--- src/rtl/sipo_framed_rx.sv ---
`default_nettype none
// ============================================================================
// Module   : sipo_framed_rx
// Purpose  : Framed serial-in/parallel-out receiver with a one-word holding
//            register and a valid/ready handshake. Defining SIPO_RX_PARITY_EN
//            adds one trailing even-parity bit per frame.
// Revision : 1.0  initial release
// ============================================================================
module sipo_framed_rx #(
    parameter int   OUTPUT_WIDTH = 8,
    parameter int   SHIFT_LEFT   = 1,
    parameter logic VALUE_PULL   = 1'b0
) (
    input  logic                    clk,
    input  logic                    reset,
    input  logic                    serial_in,
    input  logic                    frame_start,
    output logic [OUTPUT_WIDTH-1:0] data,
    output logic                    data_valid,
    input  logic                    data_ready,
    output logic                    overrun,
    output logic                    parity_err
);

    localparam int                       c_cnt_w = $clog2(OUTPUT_WIDTH);
    localparam logic [c_cnt_w-1:0]       c_last  = c_cnt_w'(OUTPUT_WIDTH - 1);
    localparam logic [OUTPUT_WIDTH-1:0]  c_fill  = {OUTPUT_WIDTH{VALUE_PULL}};

`ifdef SIPO_RX_PARITY_EN
    typedef enum logic [1:0] {
        S_IDLE   = 2'd0,
        S_SHIFT  = 2'd1,
        S_PARITY = 2'd2
    } state_t;
`else
    typedef enum logic [1:0] {
        S_IDLE  = 2'd0,
        S_SHIFT = 2'd1
    } state_t;
`endif

    state_t                  r_state;
    state_t                  w_state_next;
    logic [OUTPUT_WIDTH-1:0] r_shift;
    logic [OUTPUT_WIDTH-1:0] w_shift_next;
    logic [OUTPUT_WIDTH-1:0] w_shifted;
    logic [c_cnt_w-1:0]      r_cnt;
    logic [c_cnt_w-1:0]      w_cnt_next;
    logic                    w_done;
    logic [OUTPUT_WIDTH-1:0] w_word;
    logic                    w_perr;
    logic [OUTPUT_WIDTH-1:0] r_data;
    logic                    r_valid;
    logic                    r_ovr;
    logic                    w_unused;

    generate
        if (SHIFT_LEFT != 0) begin : g_shift_left
            assign w_shifted = {r_shift[OUTPUT_WIDTH-2:0], serial_in};
        end else begin : g_shift_right
            assign w_shifted = {serial_in, r_shift[OUTPUT_WIDTH-1:1]};
        end
    endgenerate

    // Without parity the bit shifted out of the register is never observed.
    assign w_unused = ^r_shift;

    always_ff @(posedge clk) begin
        if (reset) begin
            r_state <= S_IDLE;
            r_shift <= c_fill;
            r_cnt   <= '0;
        end else begin
            r_state <= w_state_next;
            r_shift <= w_shift_next;
            r_cnt   <= w_cnt_next;
        end
    end

    // frame_start takes priority in every state, including the completion edge.
    always_comb begin
        w_state_next = r_state;
        w_shift_next = r_shift;
        w_cnt_next   = r_cnt;
        w_done       = 1'b0;
        w_word       = w_shifted;
        w_perr       = 1'b0;
        if (frame_start) begin
            w_state_next = S_SHIFT;
            w_shift_next = c_fill;
            w_cnt_next   = '0;
        end else begin
            case (r_state)
                S_SHIFT: begin
                    w_shift_next = w_shifted;
                    w_cnt_next   = r_cnt + 1'b1;
                    if (r_cnt == c_last) begin
                        w_cnt_next = '0;
`ifdef SIPO_RX_PARITY_EN
                        w_state_next = S_PARITY;
`else
                        w_state_next = S_IDLE;
                        w_done       = 1'b1;
`endif
                    end
                end
`ifdef SIPO_RX_PARITY_EN
                S_PARITY: begin
                    w_state_next = S_IDLE;
                    w_done       = 1'b1;
                    w_word       = r_shift;
                    w_perr       = ^{r_shift, serial_in};
                end
`endif
                default: begin
                end
            endcase
        end
    end

`ifdef SIPO_RX_PARITY_EN
    logic r_perr;
`endif

    always_ff @(posedge clk) begin
        if (reset) begin
            r_data  <= '0;
            r_valid <= 1'b0;
            r_ovr   <= 1'b0;
`ifdef SIPO_RX_PARITY_EN
            r_perr  <= 1'b0;
`endif
        end else begin
            r_ovr <= 1'b0;
            if (w_done) begin
                if (!r_valid || data_ready) begin
                    r_data  <= w_word;
                    r_valid <= 1'b1;
`ifdef SIPO_RX_PARITY_EN
                    r_perr  <= w_perr;
`endif
                end else begin
                    r_ovr <= 1'b1;
                end
            end else if (r_valid && data_ready) begin
                r_valid <= 1'b0;
            end
        end
    end

    assign data       = r_data;
    assign data_valid = r_valid;
    assign overrun    = r_ovr;
`ifdef SIPO_RX_PARITY_EN
    assign parity_err = r_perr;
`else
    assign parity_err = 1'b0;
    logic w_unused_perr;
    assign w_unused_perr = w_perr;
`endif

endmodule
`default_nettype wire

--- config.mk ---
export PLATFORM = sky130hd
export DESIGN_NAME = sipo_framed_rx
export DESIGN_NICKNAME = d
export VERILOG_FILES = /design/src/rtl/sipo_framed_rx.sv
export SDC_FILE = /design/constraint.sdc
export NUM_CORES = 1
export LEC_CHECK = 0
export CORE_MARGIN = 4
export CORE_UTILIZATION = 40
export DETAILED_ROUTE_END_ITERATION = 10
export PLACE_DENSITY_LB_ADDON = 0.3
export SYNTH_ARGS = -nofsm -noshare
export SYNTH_HDL_FRONTEND = slang
export SYNTH_SLANG_ARGS = --single-unit
--- constraint.sdc ---
create_clock -name clk -period 4.1 [get_ports clk]
set_input_delay 1.23 -clock clk [delete_from_list [all_inputs] [get_ports clk]]
set_output_delay 1.23 -clock clk [all_outputs]
set_load 0.05 [all_outputs]
==> results.md <==
- Ranking of synthesized cells by area: dfxtp_1 48%, mux2i_1 19%, nand2b_1 11%
- WP buf/inv: 1
- Area grow syn2layout: 17.4%
- Synth cell types: 18
- Post-CTS Setup Inserts: 0
- Worst setup EP type: output port
- Core Region: slightly above 0.002 mm²
- Mapped Cells: 86
- Mux share of post-synthesis cell area: 0.192
- Sequential area share after synthesis: 0.475
- Post-cts sizing count: 0
- Yosys top cell by area: dfxtp_1
- Final instance area: 0.00104 mm²
- Post-route minimum period: about 2700 ps
- Sink Count: 21
- FF+latch count, synth: 21
- Vias in the first global route: 499
- Delay-heaviest family, CP: buffers and inverters
- DP HPWL: ~900 µm
- WP data required: between 2000 and 3000 ps
- Clk buf depth: 2
- Nets: ~110
- Final Hold Violating Endpoints: 0
- Share of cells above drive strength 1: 0.0510
- H-tree depth: 1
- Fin crit share: 0.665
- DP Area: between 0.001 and 0.0015 mm²
- Status: completed
- DRC viols: 0
- Critical Path Source Type: register
- Slew Viols, Final: 0
- Worst-path fanout max: 2
- Routability cong.: between 0.7 and 0.8
- Io pins: 16
- Mapped Nets: 93
- DIE WIDTH: around 55 µm
- Crit-path cells: clkdlybuf4s50_1
- Fmax: between 300 and 400 MHz
- CP max-delay cell: clkdlybuf4s50_1
- Synth Area in XOR/XNOR: 0
- Post-Place Setup Slack: roughly 1200 ps
- Drt initial violations: 1
- Die Y: 55.0 µm
- Syn avg cell area: just over 10 µm²
- Actual slew at the worst max-slew pin: ~800 ps
- Final worst setup slack: 1370 ps
- Power density over the cells: slightly above 300 mW/mm²
- First-pass GRT wire length: 2230 µm
- Post-synthesis simple-gate area fraction: 0.233
- Setup CP Type: reg2out
- Count leader, synth: dfxtp_1
- Port Buf Inserts: 14
- Std cell rows: 16
- Clock latency on the worst-skew pair: roughly 290 ps
- Slowest stage delay, CP: slightly above 800 ps
- Routed via count: between 500 and 600
- Main combinational cell family by area after synthesis: simple AND/OR/NAND/NOR gates
- YS warnings: 0
- TritonCTS clock tree: built
- Number of diodes: 0
- CTS buffer count: 3
- Remaining Overflow, GRT: 0
- Compound-Gate Fraction of Synth Area: 0.0141
- Initial antenna violation count: 0
- Pre-Repair DR Iteration Count: 3
- Number of flops mapped to enable cells by yosys: 0
- CTS Hold Bufs: 0
- Post-Route WL: ~1300 µm
- Synth Flop Type: dfxtp_1
- Clock root buffer: clkbuf_4
- Worst VDD drop: 0.306 mV
- Post-Synth Adder-Cell Area: 0.0283
- Synth top area share: 0.475
- Final setup violation count: 0
- Drt wl/cell: 10.2 µm
- Top cells by instance count after synthesis: 21 x dfxtp_1, 17 x mux2i_1, 16 x nand2b_1, 14 x nor2_1
- Crit path DAT: 1500 ps
- FFs w/ async S/R, synth: 0
- Clock transition at path regs: ~100 ps
- Die ar.: between 0.003 and 0.004 mm²
- Max_slew headroom: 0.465
- MaxCap Viol Count: 0
- Total GRT Usage: 0.105
- Clock skew: roughly 3.8 ps
- Final ANT Viol Nets: 0
- Initial core utilization: 0.437
- Min-Delay Path Class: reg2reg
- Largest net degree at the start of global routing: 20
- Synth Cell Area: a little under 900 µm²
- Setup tns final: 0 ps
- RSZ-0062 raised after global routing: no
- Leakage: around 0.37 nW
- Fill cells: 197
- Number of vias per cell: 4.43
-- worst paths after layout --
path,startpoint,to,slack (ps),depth (start not counted)
worst max-delay path,data_valid,data_valid,1370,1
worst min-delay path,data[6],data[6],480,2
worst max register to register,r_state[0],data[2],2150,3
worst min register to register,data[6],data[6],480,2
-- cell families (layout without fill, tap and decap cells) --
kind of cell | Yosys count | in the layout
AO/OA/AOI/OAI | 2 | 2
other | 1 | 1
flip-flops | 21 | 21
multiplexers | 17 | 17
buffers and inverters | 6 | 18
adder cells (fa/ha/maj) | 2 | 2
AND/OR/NAND/NOR | 37 | 37
-- where the power goes --
| part | leakage (nW) | internal [mW] | total, mW | switching [mW] |
|---|---|---|---|---|
| Combinational | 0.182 | 0.0105 | 0.0187 | 0.00815 |
| Sequential | 0.170 | 0.205 | 0.209 | 0.00399 |
| Clock | 0.0150 | 0.0378 | 0.0926 | 0.0548 |
| Total | 0.366 | 0.254 | 0.321 | 0.0669 |
-- worst min-delay path: stages, from the launching register on --
cell and delay [ps]:
dfxtp_1 320, nand2b_1 60, mux2i_1 50
-- cell usage in the layout, fill, tap and decap left out, drive strengths merged --
master,Yosys,final
nand2,1,1
clkbuf,1,4
nor3b,1,1
conb,1,1
clkdlybuf4s50,0,14
nor2b,2,2
nor3,1,1
or2,1,1
nand2b,17,17
dfxtp,21,21
nor2,14,14
a21oi,1,1
ha,2,2
o21a,1,1
mux2i,17,17
-- state kept, by name (all words and copies together), names as in the netlist --
register	flops
data	8
data_valid	1
overrun	1
r_cnt	3
r_shift	7
r_state	1
-- stage by stage --
step,util,hold WS [ps],instances,total power [mW]
2_1_floorplan,-,451,86,0.229
3_3_place_gp,0.501,462,121,0.233
3_5_place_dp,0.501,460,121,0.233
4_1_cts,0.514,482,125,0.326
5_1_grt,0.514,495,125,0.337
6_report,0.514,477,125,0.321
-- layout make-up --
type / instances / area [µm²] / area share
Sequential cell: 21 / 420 / 0.405
Clock buffer: 4 / 26.3 / 0.0253
Multi-Input combinational cell: 59 / 418 / 0.402
Tap cell: 27 / 33.8 / 0.0325
Timing Repair Buffer: 14 / 140 / 0.135
-- metal layers --
layer,share of wire,global-route usage
met4,0.010,0.0243
met2,0.44,0.173
met3,0.071,0.0563
met1,0.47,0.119
met5,0,0
(Power assumes the default switching activity.)
